## src/rtl/gray_counter_codec.sv

```systemverilog
// Up/down binary counter with a registered Gray twin, plus an independent
// one-cycle Gray-to-binary decode channel.
module gray_counter_codec #(
    parameter int WIDTH  = 4,
    parameter int DEC_EN = 1
) (
    input  logic             clk,
    input  logic             rst,
    input  logic             en,
    input  logic             up_dn,
    input  logic             load,
    input  logic [WIDTH-1:0] load_bin,
    output logic [WIDTH-1:0] cnt_bin,
    output logic [WIDTH-1:0] cnt_gray,
    output logic             wrap,
    input  logic             dec_vld_in,
    input  logic [WIDTH-1:0] dec_gray_in,
    output logic             dec_vld_out,
    output logic [WIDTH-1:0] dec_bin_out
);

    localparam logic [WIDTH-1:0] ALL_ONES = {WIDTH{1'b1}};
    localparam logic [WIDTH-1:0] ONE      = {{(WIDTH-1){1'b0}}, 1'b1};

    logic [WIDTH-1:0] bin_nxt;
    logic [WIDTH-1:0] gray_nxt;
    logic             wrap_nxt;

    // Load beats counting; wrap only flags a counted step across the boundary.
    always_comb begin
        bin_nxt  = cnt_bin;
        wrap_nxt = 1'b0;
        if (load) begin
            bin_nxt = load_bin;
        end else if (en) begin
            if (up_dn) begin
                bin_nxt  = cnt_bin + ONE;
                wrap_nxt = (cnt_bin == ALL_ONES);
            end else begin
                bin_nxt  = cnt_bin - ONE;
                wrap_nxt = (cnt_bin == '0);
            end
        end
    end

    // Gray is derived from the next binary value so both registers update together.
    assign gray_nxt = bin_nxt ^ (bin_nxt >> 1);

    always_ff @(posedge clk) begin
        if (rst) begin
            cnt_bin  <= '0;
            cnt_gray <= '0;
            wrap     <= 1'b0;
        end else begin
            cnt_bin  <= bin_nxt;
            cnt_gray <= gray_nxt;
            wrap     <= wrap_nxt;
        end
    end

    generate
        if (DEC_EN != 0) begin : g_dec
            function automatic logic [WIDTH-1:0] gray_to_bin(input logic [WIDTH-1:0] g);
                logic [WIDTH-1:0] b;
                b            = '0;
                b[WIDTH-1]   = g[WIDTH-1];
                for (int i = WIDTH - 2; i >= 0; i--) begin
                    b[i] = b[i+1] ^ g[i];
                end
                return b;
            endfunction

            always_ff @(posedge clk) begin
                if (rst) begin
                    dec_vld_out <= 1'b0;
                    dec_bin_out <= '0;
                end else begin
                    dec_vld_out <= dec_vld_in;
                    if (dec_vld_in) begin
                        dec_bin_out <= gray_to_bin(dec_gray_in);
                    end
                end
            end
        end else begin : g_no_dec
            logic unused_dec;
            assign unused_dec  = ^{dec_vld_in, dec_gray_in};
            assign dec_vld_out = 1'b0;
            assign dec_bin_out = '0;
        end
    endgenerate

endmodule

```

## config.mk

```make
export PLATFORM = sky130hd
export DESIGN_NAME = gray_counter_codec
export DESIGN_NICKNAME = d
export VERILOG_FILES = /design/src/rtl/gray_counter_codec.sv
export SDC_FILE = /design/constraint.sdc
export NUM_CORES = 1
export LEC_CHECK = 0
export BUFFER_PORTS_ARGS = -buffer_cell sky130_fd_sc_hd__buf_2
export CORE_MARGIN = 2
export CORE_UTILIZATION = 41
export CTS_CLUSTER_DIAMETER = 200
export DETAILED_ROUTE_END_ITERATION = 8
export PLACE_DENSITY = 0.73
export SLEW_MARGIN = 20
export SYNTH_ARGS = -nofsm -noshare
export SYNTH_HDL_FRONTEND = slang
export SYNTH_SLANG_ARGS = --single-unit
```

## constraint.sdc

```tcl
create_clock -name clk -period 1.53 [get_ports clk]
set_input_delay 0.2295 -clock clk [delete_from_list [all_inputs] [get_ports clk]]
set_output_delay 0.2295 -clock clk [all_outputs]
set_load 0.05 [all_outputs]
```

Word-level counts from Yosys, hierarchy flattened
Cells that the tools add are included.
{"block": "op_classes", "n_eq_ne": 1, "reduce_logical": 2, "n_mux": 4, "add_sub_neg": 2, "n_bitwise": 5}
{"cell": "4-bit 2-to-1 mux", "count": 3}
{"cell": "4-bit by 1-bit adder with 4-bit output (second input constant)", "count": 1}
{"cell": "4-bit equality test (second input constant)", "count": 1}
{"cell": "4-bit zero test", "count": 1}
{"cell": "4-bit by 1-bit subtractor with 4-bit output (second input constant)", "count": 1}
{"cell": "4-bit by 3-bit bitwise XOR with 4-bit output", "count": 1}
{"cell": "3-bit OR reduction", "count": 1}
{"cell": "1-bit bitwise XOR", "count": 3}
{"cell": "1-bit 2-to-1 mux", "count": 1}
{"cell": "1-bit inverter", "count": 1}
{"block": "totals", "out_inout_bits": 14, "inputBits": 14, "reg_bits": 14}

Longest topological paths before layout
{"block": "depth", "depth_word": 5, "ltp_mapped": 6, "depth_no_buf": 6}

Least setup slack after synthesis
OpenSTA, ideal clock, no wires.
{"block": "synth_path", "path_kind": "flip-flop to flip-flop", "startpoint": "reg cnt_bin[0]", "endpoint": "reg cnt_gray[1]", "path_stages_with_launch": 6, "path_buffers": 0, "arrival_time_ns": 1.928, "setup_slack_ns": -0.530, "cell_sequence": "dfxtp_1 fa_1 mux2_2 mux2i_1 or3_1 a21oi_1"}
{"block": "synth_between", "elab_chain_len": 5, "elab_cells_between_ends": 6, "cone_classes": "2 x add/sub; 3 x mux; 1 x bitwise"}
{"element": "start: declaration", "line_no": "13", "rtl": "output logic [WIDTH-1:0] cnt_bin,"}
{"element": "start signal: assignment", "line_no": "55", "rtl": "cnt_bin <= bin_nxt;"}
{"element": "4-bit by 1-bit subtractor with 4-bit output or 4-bit by 1-bit adder with 4-bit output (tied branches)", "line_no": "40, 37"}
{"element": "4-bit 2-to-1 mux *", "line_no": "36", "rtl": "if (up_dn) begin"}
{"element": "4-bit 2-to-1 mux *", "line_no": "35", "rtl": "end else if (en) begin"}
{"element": "4-bit 2-to-1 mux *", "line_no": "33", "rtl": "if (load) begin"}
{"element": "4-bit by 3-bit bitwise XOR with 4-bit output *", "line_no": "47", "rtl": "assign gray_nxt = bin_nxt ^ (bin_nxt >> 1);"}
{"element": "end signal: assignment", "line_no": "56", "rtl": "cnt_gray <= gray_nxt;"}
{"element": "end: declaration", "line_no": "14", "rtl": "output logic [WIDTH-1:0] cnt_gray,"}
Mark *: on every way between the ends. The rest lies on a longest branch, timed or not.
A chain may end at the register's enable or synchronous reset.

Worst setup path after layout
{"block": "layout_path", "startpoint": "reg cnt_bin[1]", "endpoint": "reg cnt_gray[1]"}
{"block": "layout_between", "elab_chain_len": 5, "elab_cells_between_ends": 6, "cone_classes": "2 x add/sub; 3 x mux; 1 x bitwise"}
{"element": "4-bit by 1-bit subtractor with 4-bit output or 4-bit by 1-bit adder with 4-bit output (tied branches)", "line_no": "40, 37"}
{"element": "4-bit 2-to-1 mux", "line_no": "36"}
{"element": "4-bit 2-to-1 mux *", "line_no": "35"}
{"element": "4-bit 2-to-1 mux *", "line_no": "33"}
{"element": "4-bit by 3-bit bitwise XOR with 4-bit output *", "line_no": "47"}
Marks and branches as above.

==> impl_results.md <==
- Setup TNS: -0.212 ns
- Port bufs: 27
- Clk buf depth: 2
- Wirelength per Cell: 10.7 um
- Antenna violations before repair: 0
- Net Switching: between 300 and 400 uW
- Starting Density: between 40% and 50%
- CP startpoint: cnt_bin[1]$_SDFF_PP0_
- Met2 wire length: roughly 600 um
- H-tree lvl count: 1
- PwrDens: 994 mW/mm^2
- Routability Congestion: a little over 0.8
- Most frequent cells in the layout: buf_2, buf_4, nor2_1, dfxtp_1, xnor2_1
- Seq/Total Area, Yosys: around two fifths
- Vias in the first global route: approximately 550
- Wire length on met1: 644 um
- Async S/R FF share, synth: 0%
- Int Power: roughly 610 uW
- CP peak stage delay: 0.55 ns
- Hold Crit Start: dec_gray_in[3]
- Detail Route Antenna Nets: 0
- Hold_buf cts: 0
- Max VDD drop: 0.000647 V
- Min Tclk post-route: approximately 1.7 ns
- Leak: approximately 0.00047 uW
- Syn nets: 89
- Iteration-0 DRC count of the detailed router: 14
- Final nets: 127
- Layout cells sized above 1: a little under half
- RSZ-0062 raised after global routing: true
- Post-synth EDFFs: 0
- Final Hold Fails: 0
- Crit-path slowest cell: fa_2
- Startpoint types: flop
- Overall global routing resource usage: between 10% and 20%
- Drt total wl: about 1300 um
- Final Max Slew Viols: 0
- Met3 WL: between 80 and 90 um
- Area share of the largest cell type after synthesis: around two fifths
- Layout Skew: approximately 0.0070 ns
- Pwr Total: roughly 960 uW
- Fmax: 0.603 GHz
- DP Wirelength: 1050 um
- IO Pins: 28
- Pin count of the biggest net entering global routing: 14
- CTS tree: yes
- Comb power frac: 38.8%
- Clk slew on worst S/H paths: roughly 0.070 ns
- Sw Share: between 30% and 40%
- Residual DRC: 0
- Top delay family on crit path: adder cells
- Synth warn: 0
- Top Layer Used: met4
- Sequential share of power: 40.1%
- Status: finished with violations
- Worst path bufs/invs: 0
- Crit-path cells: fa_2 > mux2_4 > mux2i_4 > or3_1 > a21oi_2
- Maxcap violations: 0
- Grt ovf: 0
- CTS root buffer: clkbuf_4
- Vias: 622
- Setup violations, final: 4
- CTS Sinks: 13
- Slew @ Worst Pin: roughly 0.40 ns
- Setup Crit Path Kind: reg2reg
- Clk network pwr share: around a fifth
- Worst skew pair latency: 0.27 ns
- Failing checks: negative setup slack
- Yosys reg bits: 13
- Ant diodes: 0
- Unique masters post-synth: 33
- Fin Hold WS: roughly 0.23 ns
- First-pass GRT wire length: ~2200 um
- Core area: between 0.0015 and 0.002 mm^2
- Chip height: ~45 um
- Pre-CTS WS: -0.169 ns
- CP max FO: 4
- Final worst slack: -0.130 ns
- P&R area growth vs syn: 41.4%
- # rows: 14
- Tcrit/Tclk final: 108%
- Die area: approximately 0.0020 mm^2
- CTS buffer count: 3
- Top FF cell, synth: dfxtp_1
- Die W: roughly 45 um
- First drt pass iteration count: 4
- Mean Syn Cell Area: 9.44 um^2
- Biggest area consumer among synthesized cells: dfxtp_1
- Syn Inst Count: 72
- Class of the worst hold path: in2reg
- Synth area leaders: dfxtp_1, mux2i_1, xnor2_1
- Worst R2R Start: cnt_bin[1]$_SDFF_PP0_
- Relative slew slack: between 70 and 80%
- Commonest non-fill, non-tap cell in the layout: buf_2
- Synthesized area: 679 um^2
- CP endpoint kind: flop
- Vias per cell: between 4 and 5
- Worst path required time: between 1.5 and 2 ns
- Worst EP arrival: approximately 1.9 ns
power by group through the flow:
stage	logic (uW)	registers, uW	clock network, uW
after global routing	400	387	229
after floorplan	146	510	0
final	371	383	201
after CTS	371	384	213
after global placement	353	392	0
after detailed placement	357	393	0
per-layer routing:
metal	global-route usage [%]	vias to the layer above
li1	-	333
met3	7.20	3
met5	0	-
met4	3.64	0
met2	22.0	14
met1	21.4	272
worst min-delay path, delay by kind of cell:
kind          cells  cell delay, ns
buf+inv           1            0.09
mux               1            0.06
simple gates      1            0.07
cell usage after synthesis (all sizes together), types with 2 or more instances:
cell type   n
dfxtp      13
nor2       10
mux2i       5
xnor2       5
a211oi      3
a21oi       3
buf         3
inv         3
clkbuf      2
ha          2
nand3       2
or3         2
cells by family (layout without fill, tap and decap cells):
family / count (synthesis) / after routing / share of synthesized area, %
and+or+nand+nor: 23 / 23 / 19.3
AOI/OAI and AO/OA: 13 / 13 / 13.3
DFF: 13 / 13 / 38.3
buffers and inverters: 8 / 45 / 5.71
xor gates and xnor gates: 6 / 6 / 7.73
muxes: 6 / 6 / 9.02
adders and majority gates: 3 / 3 / 6.63
final cells by class:
cell class,count,area [um^2]
Multi-Input combinational cell,51,415
Timing Repair Buffer,38,218
Tap cell,16,20.0
Clock buffer,4,26.3
Fill cell,136,563
Inverter,3,11.3
Sequential cell,13,270
state kept, by name, indices dropped and copies added, names as in the netlist:
name,count
dec_bin_out,4
cnt_bin,4
cnt_gray,3
wrap,1
dec_vld_out,1
timing repair:
item                       in CTS  in global routing
cloned                          0                  0
setup endpoints to repair       3                  5
pin swaps                       7                  0
gates resized for setup         2                  1
setup buffers                   2                  0
metrics by stage:
step           util, %  cell area [um^2]  std cells
6_report          63.1               961        125
5_1_grt           63.1               961        125
4_1_cts           62.8               957        125
3_5_place_dp      59.6               908        120
3_3_place_gp      59.6               908        120
2_1_floorplan        -               706         72
worst paths after layout:
path	cells past startpoint	endpoint	slack, ns
max	5	cnt_gray[1]$_SDFF_PP0_	-0.13
min	3	dec_bin_out[3]$_SDFFE_PP0P_	0.23
max reg2reg	5	cnt_gray[1]$_SDFF_PP0_	-0.13
min reg2reg	2	dec_bin_out[2]$_SDFFE_PP0P_	0.48
(Power assumes the default switching activity.)
